$ cat src/rtl/pipeline_ctrl.sv
// pipeline_ctrl: stall/flush sequencer for the 5-stage RISC-V pipeline.
// Handles load-use bubbles, taken-branch redirects and multi-cycle data
// memory freezes. A watchdog halts the pipeline if memory never answers.
// Optional performance counters are enabled with `define PIPE_PERF_CNT_EN.
module pipeline_ctrl #(
    parameter int WAIT_MAX = 255,
    parameter int CNT_W    = 8
) (
    input  logic        clk,
    input  logic        rst,
    input  logic        MemReadE,
    input  logic [4:0]  RD_E,
    input  logic [4:0]  Rs1_D,
    input  logic [4:0]  Rs2_D,
    input  logic        PCSrcE,
    input  logic        MemReqM,
    input  logic        dmem_ready,
    output logic        StallF,
    output logic        StallD,
    output logic        StallE,
    output logic        StallM,
    output logic        FlushD,
    output logic        FlushE,
    output logic        FlushW,
    output logic        mem_err,
    output logic [31:0] stall_cycles,
    output logic [31:0] flush_count
);

    typedef enum logic [1:0] {
        RUN      = 2'd0,
        MEM_WAIT = 2'd1,
        HALT     = 2'd2
    } state_t;

    state_t           state;
    logic [CNT_W-1:0] wait_cnt;
    logic             lu;
    logic             ms;

    // A load in E whose destination feeds D; x0 never creates a hazard.
    assign lu = MemReadE & (RD_E != 5'd0) & ((RD_E == Rs1_D) | (RD_E == Rs2_D));
    // Memory request in M that the data memory has not completed this cycle.
    assign ms = MemReqM & ~dmem_ready;

    // Memory-wait state machine with watchdog counter and sticky error flag.
    always_ff @(posedge clk) begin
        if (rst) begin
            state    <= RUN;
            wait_cnt <= '0;
            mem_err  <= 1'b0;
        end else begin
            unique case (state)
                RUN: begin
                    if (ms) begin
                        state    <= MEM_WAIT;
                        wait_cnt <= CNT_W'(1);
                    end
                end
                MEM_WAIT: begin
                    if (dmem_ready) begin
                        state    <= RUN;
                        wait_cnt <= '0;
                    end else if (ms && (wait_cnt == CNT_W'(WAIT_MAX))) begin
                        state   <= HALT;
                        mem_err <= 1'b1;
                    end else begin
                        wait_cnt <= wait_cnt + CNT_W'(1);
                    end
                end
                HALT: begin
                    state <= HALT;
                end
                default: begin
                    state    <= RUN;
                    wait_cnt <= '0;
                end
            endcase
        end
    end

    // Prioritised stall/flush decode: reset, halt, freeze, branch, load-use.
    always_comb begin
        StallF = 1'b0;
        StallD = 1'b0;
        StallE = 1'b0;
        StallM = 1'b0;
        FlushD = 1'b0;
        FlushE = 1'b0;
        FlushW = 1'b0;
        if (rst) begin
            FlushD = 1'b1;
            FlushE = 1'b1;
            FlushW = 1'b1;
        end else if (state == HALT) begin
            StallF = 1'b1;
            StallD = 1'b1;
            StallE = 1'b1;
            StallM = 1'b1;
            FlushW = 1'b1;
        end else if (ms) begin
            // E is frozen, so branch and load-use are re-evaluated after release.
            StallF = 1'b1;
            StallD = 1'b1;
            StallE = 1'b1;
            StallM = 1'b1;
            FlushW = 1'b1;
        end else if (PCSrcE) begin
            // The D instruction is discarded, so any load-use on it is moot.
            FlushD = 1'b1;
            FlushE = 1'b1;
        end else if (lu) begin
            StallF = 1'b1;
            StallD = 1'b1;
            FlushE = 1'b1;
        end
    end

`ifdef PIPE_PERF_CNT_EN
    // Performance counters: fetch-stall cycles and branch-induced flushes.
    always_ff @(posedge clk) begin
        if (rst) begin
            stall_cycles <= 32'd0;
            flush_count  <= 32'd0;
        end else begin
            if (StallF) begin
                stall_cycles <= stall_cycles + 32'd1;
            end
            if (FlushD) begin
                flush_count <= flush_count + 32'd1;
            end
        end
    end
`else
    assign stall_cycles = 32'd0;
    assign flush_count  = 32'd0;
`endif

endmodule

$ cat config.mk
export PLATFORM = sky130hd
export DESIGN_NAME = pipeline_ctrl
export DESIGN_NICKNAME = d
export VERILOG_FILES = /design/src/rtl/pipeline_ctrl.sv
export SDC_FILE = /design/constraint.sdc
export NUM_CORES = 1
export LEC_CHECK = 0
export BUFFER_PORTS_ARGS = -buffer_cell sky130_fd_sc_hd__buf_2
export CORE_ASPECT_RATIO = 2
export CORE_MARGIN = 4
export CORE_UTILIZATION = 37
export DETAILED_ROUTE_END_ITERATION = 8
export MAX_ROUTING_LAYER = met4
export PLACE_DENSITY = 0.82
export SYNTH_ARGS = -nofsm -noshare
export SYNTH_HDL_FRONTEND = slang
export SYNTH_SLANG_ARGS = --single-unit
export TNS_END_PERCENT = 100
$ cat constraint.sdc
create_clock -name clk -period 1.45 [get_ports clk]
set_input_delay 0.2175 -clock clk [delete_from_list [all_inputs] [get_ports clk]]
set_output_delay 0.2175 -clock clk [all_outputs]
set_load 0.02 [all_outputs]
-- Word level (Yosys, flattened, before mapping)
Cells that the tools add are included.
- equality and inequality tests: 8
- muxes and demuxes: 25
- div/mod/pow operators: 0
- reduce and logical (&&, ||, !) cells: 6
- add/sub/neg operators: 1
- $lt $le $gt $ge: 0
- multiply operators: 0
- shift operators: 0
- bitwise operators: 6
- operators with widths (kind ; number):
    8-bit 2-to-1 mux ; 3
    8-bit one-hot mux with 3 select lines ; 1
    1-bit 2-to-1 mux ; 17
    5-bit equality test ; 2
    8-bit by 1-bit adder with 8-bit output (second input constant) ; 1
    8-bit equality test (second input constant) ; 1
    2-bit 2-to-1 mux ; 3
    3-bit inequality test (second input constant) ; 2
    2-bit one-hot mux with 3 select lines ; 1
    3-bit AND reduction ; 2
    5-bit nonzero test ; 1
    1-bit AND ; 3
    2-bit by 1-bit equality test with 1-bit output (second input constant) ; 1
    2-bit equality test (second input constant) ; 1
    2-bit logical NOT ; 1
    2-bit inequality test (second input constant) ; 1
    1-bit inverter ; 2
    2-bit AND reduction ; 1
    1-bit logical AND ; 1
    1-bit bitwise OR ; 1
- memory bits (read-only): 0
- input bits: 21
- bits in latches: 0
- RAM bits: 0
- register bits: 11
- memories kept: 0
- output and inout port bits: 72
- word-level logic and storage cells: 49

-- Depth between registers and ports, before layout
Gate-level depths: netlist of run 1.
- word-level depth: 8
- mapped depth: 7
- mapped depth without buffers: 5

-- Least setup slack after synthesis of run 1
No wires, ideal clock.
- kind: reg-to-output
- start point: reg state[0]
- end point: out StallF
- arrival time: 1.920 ns
- path buffers: 2
- cell stages (with the launch flop): 8
- slack: -0.688 ns
- required time: 1.233 ns
- cells stage by stage: dfxtp_1 -> buf_2 -> nand2b_1 -> o21a_1 -> a21oi_1 -> inv_1 -> o31ai_1 -> buf_4
- cells in the longest elaborated chain, start to end: 3
- ends and longest elaborated chain (what ; line ; text):
    from (decl) ; 36 ; state_t state;
    from (signal assigned) ; 49 ; state <= RUN;
    from (signal assigned) ; 56 ; state <= MEM_WAIT;
    from (signal assigned) ; 62 ; state <= RUN;
    2-bit equality test ; 95 ; end else if (state == HALT) begin
    1-bit 2-to-1 mux (2 in series) ; n/a ;
    to (decl) ; 18 ; output logic StallF,
No other way between the ends.

-- Worst setup path after layout of run 1
- start point: reg state[0]
- end point: out StallF
- cells in the longest elaborated chain, start to end: 3
- ends and longest elaborated chain (what ; line ; text):
    2-bit equality test ; 95 ;
    1-bit 2-to-1 mux ; 95 ;
    1-bit 2-to-1 mux ; 91 ; if (rst) begin
No other way between the ends.

==> impl_metrics.yaml, run 1 <==
run_status:
  status: "complete, but fails checks"
  violations: "negative setup slack"
cells_and_area:
  diodes: 0
  syn2layout_area_growth_pct: 21.4
  fin_nets: 228
  drive_above_1_share_pct: 37.1
  fin_cells: 236
critical_path:
  max_stage_delay_ps: 310
  r2r_setup_slack_ps: -10
  criticalPathCategory: "flop to output port"
  critPathLaunchType: "flop"
  cp_slowest_cell: "dfxtp_2"
  worstPathRequired_ps: 1230
  path_max_fanout: 3
  endpoint_kind: "output port"
  crit_chain: "nand2b_4, o21a_4, a21oi_4, inv_2, o31ai_4, buf_4"
  crit_arrival_ps: 1420
synthesis:
  ys_warn_count: 0
  synth-seq-cells: 11
  ys_types: 35
  yosys.area_share.simple_pct: 13.5
  synth_top_area_share_pct: 40.5
  synth_area_leader_cell: "buf_4"
  avgSynthCellArea_um2: 7.97
  synth_top_family_by_area: "buffers and inverters"
  synth_mux_area_share_pct: 0.794
  synth_cells: 158
  synth-compound-area-share_pct: 17.3
  yosys-top-cells-area: "buf_4 41%, dfxtp_1 17%, xor2_1 7.0%"
  synth_adder_area_share_pct: 0.993
  netlist_area_um2: 1260
  ys_seq_area_share_pct: 17.5
  synth_xor_area_share_pct: 6.95
clock_tree:
  htreeDepth: 1
  root_buffer: "clkbuf_8"
  clockBufferDepth: 2
  clkLatencyLatePin_ps: 240
  path_clk_slew_ps: 50
  cts_buffers: 3
  cts_tree: "done"
  cts_hold_buf: 0
  cts.sink_count: 11
power_and_ir_drop:
  switching_power_mw: 0.383
  intPower_mw: 0.609
  pwr-share-clk_pct: 31.5
  p_seq_share_pct: 31.5
  combPwrFrac_pct: 37.1
  sw_frac_of_total_pct: 38.6
  p_per_area_nw_per_um2: 649
  vdd_drop_max_uv: 307
  p_leak_nw: 0.758
floorplanning:
  rows: 29
  io_pins: 93
  core-area_um2: 3230
  die_h_um: 90.5
  die_x_um: 49.3
  start_util_pct: 39.0
  die_area_um2: 4460
global_routing:
  grt.total_usage_pct: 12.7
  grt_pass1_wl_um: 4280
  grt_max_degree: 16
  antenna_found_initial: 0
  grt_pass1_vias: 1005
  grt.overflow.total: 0
routing:
  vias: 1057
  routed_via_density: 4.48
  drt_iter0_markers: 16
  ant_nets: 0
  wl_um: 3000
  routedWlPerCell_um: 12.7
  route.detailed.drc: 0
  dr.pass1.iters: 4
timing:
  max_freq_mhz: 611
  finalCriticalPeriod_ps: 1640
  setup_viol: 7
  finalHoldViolCount: 0
  clock_skew_ps: 5.11
  worst_slack_ps: -187
  slew_viol_final: 0
  fin_crit_sh_pct: 113
  rsz0062_at_grt: "true"
min_path:
  worstHoldPathType: "primary input to flop"
placed_design:
  placement.io_buffers: 28
  dp_cells: 226
  dpl.hpwl_um: 2400
  pre_cts_ws_ps: -124
  place_congestion: 0.744
run:
  maxCapViolCount: 0
## cell usage in the layout, fill, tap and decap left out, drive strengths merged, types with 3 or more instances in the layout
cell    count
inv         5
o31ai       3
a311oi      5
a21oi       8
xor2       10
buf        50
nand2b      3
conb       64
nand3       4
nor3        5
nand2       9
dfxtp      11
nor2        6
clkbuf      4
## worst paths after layout
| check | start | endpoint | cells after the start |
|---|---|---|---|
| max reg2reg | wait_cnt[1] | wait_cnt[2] | 5 |
| max | state[0] | StallF | 6 |
| min reg2reg | mem_err | mem_err | 2 |
| min | dmem_ready | state[0] | 3 |
## per-layer routing
metal / part of all wire [%] / GRT usage (%)
met5: 0 / -
met4: 2.8 / 7.84
met3: 8.9 / 1.49
met2: 59 / 26.3
met1: 29 / 9.47
## sequential cells by signal (all words and copies together) (netlist names)
register  flops
mem_err       1
state         2
wait_cnt      8
## what timing repair did
item	in CTS	in global routing
pin swaps	3	12
gates resized for setup	12	17
setup buffers	3	4
setup endpoints to repair	13	14
## worst max-delay path: cells and delay by family (launching register included)
| family | cells | cell delay, ps |
|---|---|---|
| simple gates | 1 | 140 |
| flops | 1 | 310 |
| buf+inv | 2 | 260 |
| compound gates | 3 | 470 |
## stage by stage
| stage | hold slack, ps | setup TNS (ps) | instance area [um2] | utilization, % | power (mW) |
|---|---|---|---|---|---|
| 5_1_grt | 302 | -1360 | 1530 | 47.3 | 1.04 |
| 4_1_cts | 265 | -932 | 1420 | 44.0 | 0.968 |
| 3_5_place_dp | 485 | -779 | 1320 | 40.9 | 0.640 |
| 6_report | 280 | -842 | 1530 | 47.3 | 0.992 |
| 2_1_floorplan | 355 | -292 | 1540 | - | 0.692 |
| 3_3_place_gp | 491 | -328 | 1320 | 40.9 | 0.637 |
## cells in the mapped netlist (all sizes together)
library cell  number
or2                1
a21oi              8
a21bo              1
o21a               1
a22oi              1
nor2               6
xor2              10
dfxtp             11
mux2i              1
nand4              1
o32ai              1
conb               1
inv                5
o211a              1
o22ai              1
nand3              4
or4                1
nand2              9
ha                 1
nor3               5
a311oi             5
nand2b             3
a41oi              2
buf               70
a32o               1
o21ai              2
and3               1
o31ai              3
and2               1
## kinds of logic (layout without fill, tap and decap cells)
| kind of cell | Yosys count | in the layout |
|---|---|---|
| compound gates | 27 | 27 |
| xor+xnor | 10 | 10 |
| fa+ha+maj | 1 | 1 |
| buf+inv | 75 | 59 |
| flops | 11 | 11 |
| mux | 1 | 1 |
| other cells | 1 | 64 |
| simple gates | 32 | 32 |
## area by class of cell
cell class | instances | area (um2)
Multi-Input combinational cell | 135 | 836
Tap cell | 31 | 38.8
Timing Repair Buffer | 50 | 363
Sequential cell | 11 | 225
Fill cell | 302 | 1700
Inverter | 5 | 21.3
Clock buffer | 4 | 45.0
## power groups by stage
stage	Combinational, mW	Sequential (mW)	Clock (mW)
CTS	0.338	0.310	0.321
finish	0.368	0.312	0.312
floorplan	0.376	0.316	0
detailed placement	0.325	0.315	0
global placement	0.321	0.315	0
global route	0.393	0.312	0.340
Power figures use the tool's default switching activity.
==> inputs of run 2 (changes only) <==
--- a/config.mk
+++ b/config.mk
@@ -5,10 +5,11 @@
 export SDC_FILE = /design/constraint.sdc
 export NUM_CORES = 1
 export LEC_CHECK = 0
+export ABC_AREA = 1
 export BUFFER_PORTS_ARGS = -buffer_cell sky130_fd_sc_hd__buf_2
-export CORE_ASPECT_RATIO = 2
+export CORE_ASPECT_RATIO = 1.4
 export CORE_MARGIN = 4
-export CORE_UTILIZATION = 37
+export CORE_UTILIZATION = 38
 export DETAILED_ROUTE_END_ITERATION = 8
 export MAX_ROUTING_LAYER = met4
 export PLACE_DENSITY = 0.82
==> run 2 against run 1 <==
Compared with the run above:
- the flow now finishes without violations
- wire length decreased by 11%
- die area increased by 6.6%
- register-to-register slack improved by 120 ps
- synthesized cell count increased by 42%
- largest power group unchanged
==> impl_metrics.yaml, run 2 <==
clock_tree:
  path_clk_slew_ps: 50
  cts_hold_buf: 0
  htreeDepth: 1
  cts_buffers: 3
  clockBufferDepth: 2
  cts_tree: "done"
  root_buffer: "clkbuf_8"
  cts.sink_count: 11
  clkLatencyLatePin_ps: 240
power_and_ir_drop:
  p_total_mw: 1.02
  p_per_area_nw_per_um2: 693
  vdd_drop_max_uv: 531
  p_leak_nw: 0.872
timing:
  setup_viol: 0
  fin_crit_sh_pct: 98.5
  clock_skew_ps: 1.44
  tns_ps: 0
  worst_slack_ps: 22.0
  finalHoldViolCount: 0
  rsz0062_at_grt: "true"
  slew_viol_final: 0
  finalCriticalPeriod_ps: 1430
  max_freq_mhz: 700
global_routing:
  grt_pass1_wl_um: 3970
  grt_pass1_vias: 987
  antenna_found_initial: 0
  grt.overflow.total: 0
  grt.total_usage_pct: 11.1
  grt_max_degree: 9
routing:
  routedWlPerCell_um: 8.89
  routed_via_density: 4.07
  vias: 1216
  drt_iter0_markers: 30
  ant_nets: 0
  route.detailed.drc: 0
  drt-met1-wl_um: 887
  dr.max_layer_used: "met4"
  dr.pass1.iters: 4
  met3_length_um: 285
  met2_length_um: 1390
  wl_um: 2660
synthesis:
  ys_seq_area_share_pct: 15.7
  synth_xor_area_share_pct: 1.87
  synth_top_family_by_area: "buffers and inverters"
  netlist_area_um2: 1410
  synth_common_cells: "67 x buf_4, 51 x nand2_1, 28 x inv_1, 27 x nor2_1, 12 x nand3_1"
  synth-compound-area-share_pct: 5.96
  synth.most_common_cell: "buf_4"
  ys_warn_count: 0
  synth_area_leader_cell: "buf_4"
  synthArstFlopShare_pct: 0
  synth_edf_count: 0
  avgSynthCellArea_um2: 6.28
  synth_adder_area_share_pct: 0.890
  yosys.area_share.simple_pct: 31.6
  synth_cells: 224
  synth_mux_area_share_pct: 0
  yosys-top-cells-area: "buf_4 36%, dfxtp_1 16%, nand2_1 14%"
  synth_top_area_share_pct: 35.8
  ys_types: 24
  synth-seq-cells: 11
  ys.flop_type: "dfxtp_1"
cells_and_area:
  final_core_util_pct: 42.4
  syn2layout_area_growth_pct: 4.72
  fin_nets: 282
  regMostFlops: "wait_cnt"
  largest_reg_flops: 8
  final_cell_mix: "64 x conb_1, 47 x nand2_1, 25 x inv_1, 25 x nor2_1, 25 x buf_2"
  final_area_um2: 1470
  drive_above_1_share_pct: 23.9
  diodes: 0
  largestRegisters: "wait_cnt: 8 flops, state: 2 flops, mem_err: 1 flops"
  mostFrequentLayoutCell: "conb_1"
critical_path:
  endpoint_kind: "output port"
  worstPathRequired_ps: 1230
  r2r_end: "wait_cnt[1]"
  crit_arrival_ps: 1210
  path_max_fanout: 4
  r2r_setup_slack_ps: 110
  critPathLaunchType: "flop"
  r2r_cells: 8
  r2r_start: "wait_cnt[0]"
  criticalPathCategory: "flop to output port"
min_path:
  worstHoldPathType: "primary input to flop"
  hold_start: "rst"
  min_path_cells: 2
  worstHoldEndpoint: "wait_cnt[2]"
floorplanning:
  io_pins: 93
  start_util_pct: 40.5
  die_h_um: 80.0
  core-area_um2: 3470
  die_area_um2: 4750
  rows: 25
  die_x_um: 59.4
placed_design:
  place_area_um2: 1360
  dpl.hpwl_um: 2170
  placement.io_buffers: 28
  place_congestion: 0.868
  pre_cts_ws_ps: 15.3
run_status:
  status: "completed"
run:
  maxCapViolCount: 0
-- run 2: cell types whose count changed after synthesis, sizes merged, moves of 4 or more --
| cell | change |
|---|---|
| nand2 | +43 |
| inv | +25 |
| nor2 | +24 |
| xor2 | -9 |
| nand3 | +8 |
| a311oi | -5 |
| a21oi | -4 |
| nor3 | -4 |
-- run 2: what timing repair did --
action | 4_1_cts | 5_1_grt
pin swaps | 0 | 6
cloned | 0 | 0
endpoints found under the setup margin | 6 | 12
setup buffers | 2 | 2
resized for setup | 5 | 12
-- run 2: cells by family after synthesis --
kind of cell             after synthesis
AND/OR/NAND/NOR                      100
other                                  1
XOR/XNOR                               3
adder cells (fa/ha/maj)                1
buffers and inverters                 97
AO/OA/AOI/OAI                         11
flip-flops                            11
-- run 2: worst max-delay path by stage --
stage                      startpoint     endpoint  cells after the start
after floorplan              state[0]       StallF                      8
final                        state[0]       FlushE                      9
after global routing         state[0]       FlushE                      9
after CTS                 wait_cnt[1]  wait_cnt[0]                      8
after detailed placement  wait_cnt[1]  wait_cnt[0]                      8
after global placement    wait_cnt[1]  wait_cnt[0]                      8
-- run 2: cell type report --
| cell class | instances | area, um2 |
|---|---|---|
| tap | 40 | 50.0 |
| timing repair buffer | 35 | 211 |
| clock buffer | 4 | 45.0 |
| inverter | 30 | 113 |
| multi-input combinational | 179 | 827 |
| sequential | 11 | 226 |
| fill | 369 | 2000 |
-- run 2: metrics by stage --
stage	std cells	hold slack, ps
floorplan	287	438
global placement	291	439
detailed placement	291	444
CTS	297	291
global route	299	303
finish	299	297
-- run 2: report_power, final --
part / internal (mW) / leakage [nW] / switching, mW / total [mW]
Sequential: 0.316 / 0.0911 / 0.00945 / 0.325
Combinational: 0.0963 / 0.759 / 0.286 / 0.383
Clock: 0.193 / 0.0228 / 0.120 / 0.313
Total: 0.605 / 0.872 / 0.415 / 1.02
-- run 2: critical path, cell delays in order, from the launching register on --
cell	delay, ps
dfxtp_2	320
inv_2	60
nand2_2	50
nand2_2	70
inv_2	50
nor2_4	130
nor2_2	50
inv_1	50
nand2_1	60
buf_6	130
-- run 2: per-layer routing --
layer,vias to the layer above,track usage [%]
li1,618,-
met1,528,10.8
met2,63,19.3
met3,7,0.971
met4,0,9.30
met5,-,-
==> inputs of run 3 (changes only) <==
--- a/config.mk
+++ b/config.mk
@@ -6,7 +6,7 @@
 export NUM_CORES = 1
 export LEC_CHECK = 0
 export ABC_AREA = 1
-export BUFFER_PORTS_ARGS = -buffer_cell sky130_fd_sc_hd__buf_2
+export BUFFER_PORTS_ARGS = -buffer_cell sky130_fd_sc_hd__buf_4
 export CORE_ASPECT_RATIO = 1.4
 export CORE_MARGIN = 4
 export CORE_UTILIZATION = 38
==> run 3 against run 2 <==
Compared with the run above:
- combinational power up 8.9%
- clock power about the same
- core utilization up 2.6 points
- design area up 6.0%
- first-iteration DRC count down 30%
- setup slack worse by 22 ps
==> impl_metrics.yaml, run 3 (synthesis results as in run 2) <==
timing:
  setup_viol: 0
  max_freq_mhz: 690
  tns_ps: 0
  slew_viol_final: 0
  fin_crit_sh_pct: 100
  finalHoldViolCount: 0
  clock_skew_ps: 6.13
  hold_ws_ps: 226
  rsz0062_at_grt: "true"
  finalCriticalPeriod_ps: 1450
cells_and_area:
  regMostFlops: "wait_cnt"
  mostFrequentLayoutCell: "conb_1"
  largest_reg_flops: 8
  drive_above_1_share_pct: 25.6
  diodes: 0
  largestRegisters: "wait_cnt: 8 flops, state: 2 flops, mem_err: 1 flops"
  syn2layout_area_growth_pct: 11.0
  final_cell_mix: "64 x conb_1, 46 x nand2_1, 35 x buf_4"
  fill_cells: 351
  final_core_util_pct: 45.0
  fin_nets: 285
routing:
  ant_nets: 0
  drt_iter0_markers: 21
  route.detailed.drc: 0
  vias: 1243
  dr.pass1.iters: 4
  routedWlPerCell_um: 9.65
  wl_um: 2910
  routed_via_density: 4.12
placed_design:
  dpl.hpwl_um: 2350
  place_congestion: 0.895
  placement.io_buffers: 28
clock_tree:
  cts.sink_count: 11
  path_clk_slew_ps: 50
  clkLatencyLatePin_ps: 240
  cts_tree: "done"
  cts_hold_buf: 0
  htreeDepth: 1
  clockBufferDepth: 2
  cts_buffers: 3
  root_buffer: "clkbuf_8"
min_path:
  min_path_cells: 2
  hold_start: "rst"
  worstHoldEndpoint: "wait_cnt[6]"
  worstHoldPathType: "primary input to flop"
global_routing:
  antenna_found_initial: 0
  grt.total_usage_pct: 11.4
  grt_pass1_wl_um: 4020
  grt_pass1_vias: 988
  grt_max_degree: 9
  grt.overflow.total: 0
critical_path:
  endpoint_kind: "output port"
  r2r_setup_slack_ps: 90
  criticalPathCategory: "flop to output port"
  r2r_start: "wait_cnt[1]"
  critPathLaunchType: "flop"
  r2r_cells: 8
  r2r_end: "wait_cnt[0]"
  path_max_fanout: 3
  crit_arrival_ps: 1230
  worstPathRequired_ps: 1230
run:
  maxCapViolCount: 0
power_and_ir_drop:
  p_leak_nw: 0.909
  p_per_area_nw_per_um2: 677
  p_total_mw: 1.06
  vdd_drop_max_uv: 372
floorplanning:
  die_h_um: 80.0
  die_x_um: 59.4
  start_util_pct: 40.5
  core-area_um2: 3470
  die_area_um2: 4750
  io_pins: 93
  rows: 25
run_status:
  status: "completed"
-- run 3: worst max-delay path by stage --
stage / from / to / slack [ps] / depth (start not counted)
CTS: wait_cnt[1] / wait_cnt[4] / 10 / 7
finish: state[0] / FlushE / 0.5 / 9
global route: state[0] / FlushE / -50 / 9
floorplan: state[0] / StallF / -50 / 8
detailed placement: wait_cnt[1] / wait_cnt[0] / 30 / 8
global placement: wait_cnt[1] / wait_cnt[1] / 70 / 8
-- run 3: power by group --
part	switching [mW]	internal, mW	total (mW)
sequential	0.00994	0.317	0.327
combinational	0.293	0.124	0.417
clock	0.119	0.193	0.313
-- run 3: worst max-delay path: stages (launching register included) --
cell,delay (ps)
dfxtp_2,330
inv_2,40
nand2_2,60
nand2_2,60
inv_2,100
nor2_4,50
nor2_2,130
inv_1,50
nand2_1,60
buf_6,110
-- run 3: metal layers --
metal  GRT usage (%)  share of wire [%]  wire length (um)  up-vias
met2            21.7                 56              1640       72
met4            8.39                2.9                85        0
met1            9.75                 31               902      542
met3            1.13                 10               290        7
li1                -                  -                 -      622
met5               -                  0                 0        -
-- run 3: metrics by stage --
step | setup slack (ps) | cells | instance area, um2
finish | 0.526 | 302 | 1560
global route | -48.5 | 302 | 1560
CTS | 10.1 | 299 | 1510
detailed placement | 33.0 | 291 | 1430
global placement | 65.2 | 291 | 1430
floorplan | -45.4 | 287 | 1650
-- run 3: repair_timing --
| item | CTS | global route |
|---|---|---|
| hold endpoints to repair | 0 | 0 |
| pin swaps | 0 | 6 |
| buffers inserted | 4 | 3 |
| cloned | 0 | 0 |
| resized for setup | 4 | 11 |
| setup endpoints to repair | 6 | 11 |
-- run 3: cell type report --
type                    count  area, um2  share of cell area [%]
inverters                  30        113                    7.21
clock buffers               4       45.0                    2.88
well taps                  40       50.0                    3.21
multi-input cells         179        832                    53.3
flip-flops and latches     11        225                    14.4
repair buffers             38        297                    19.0
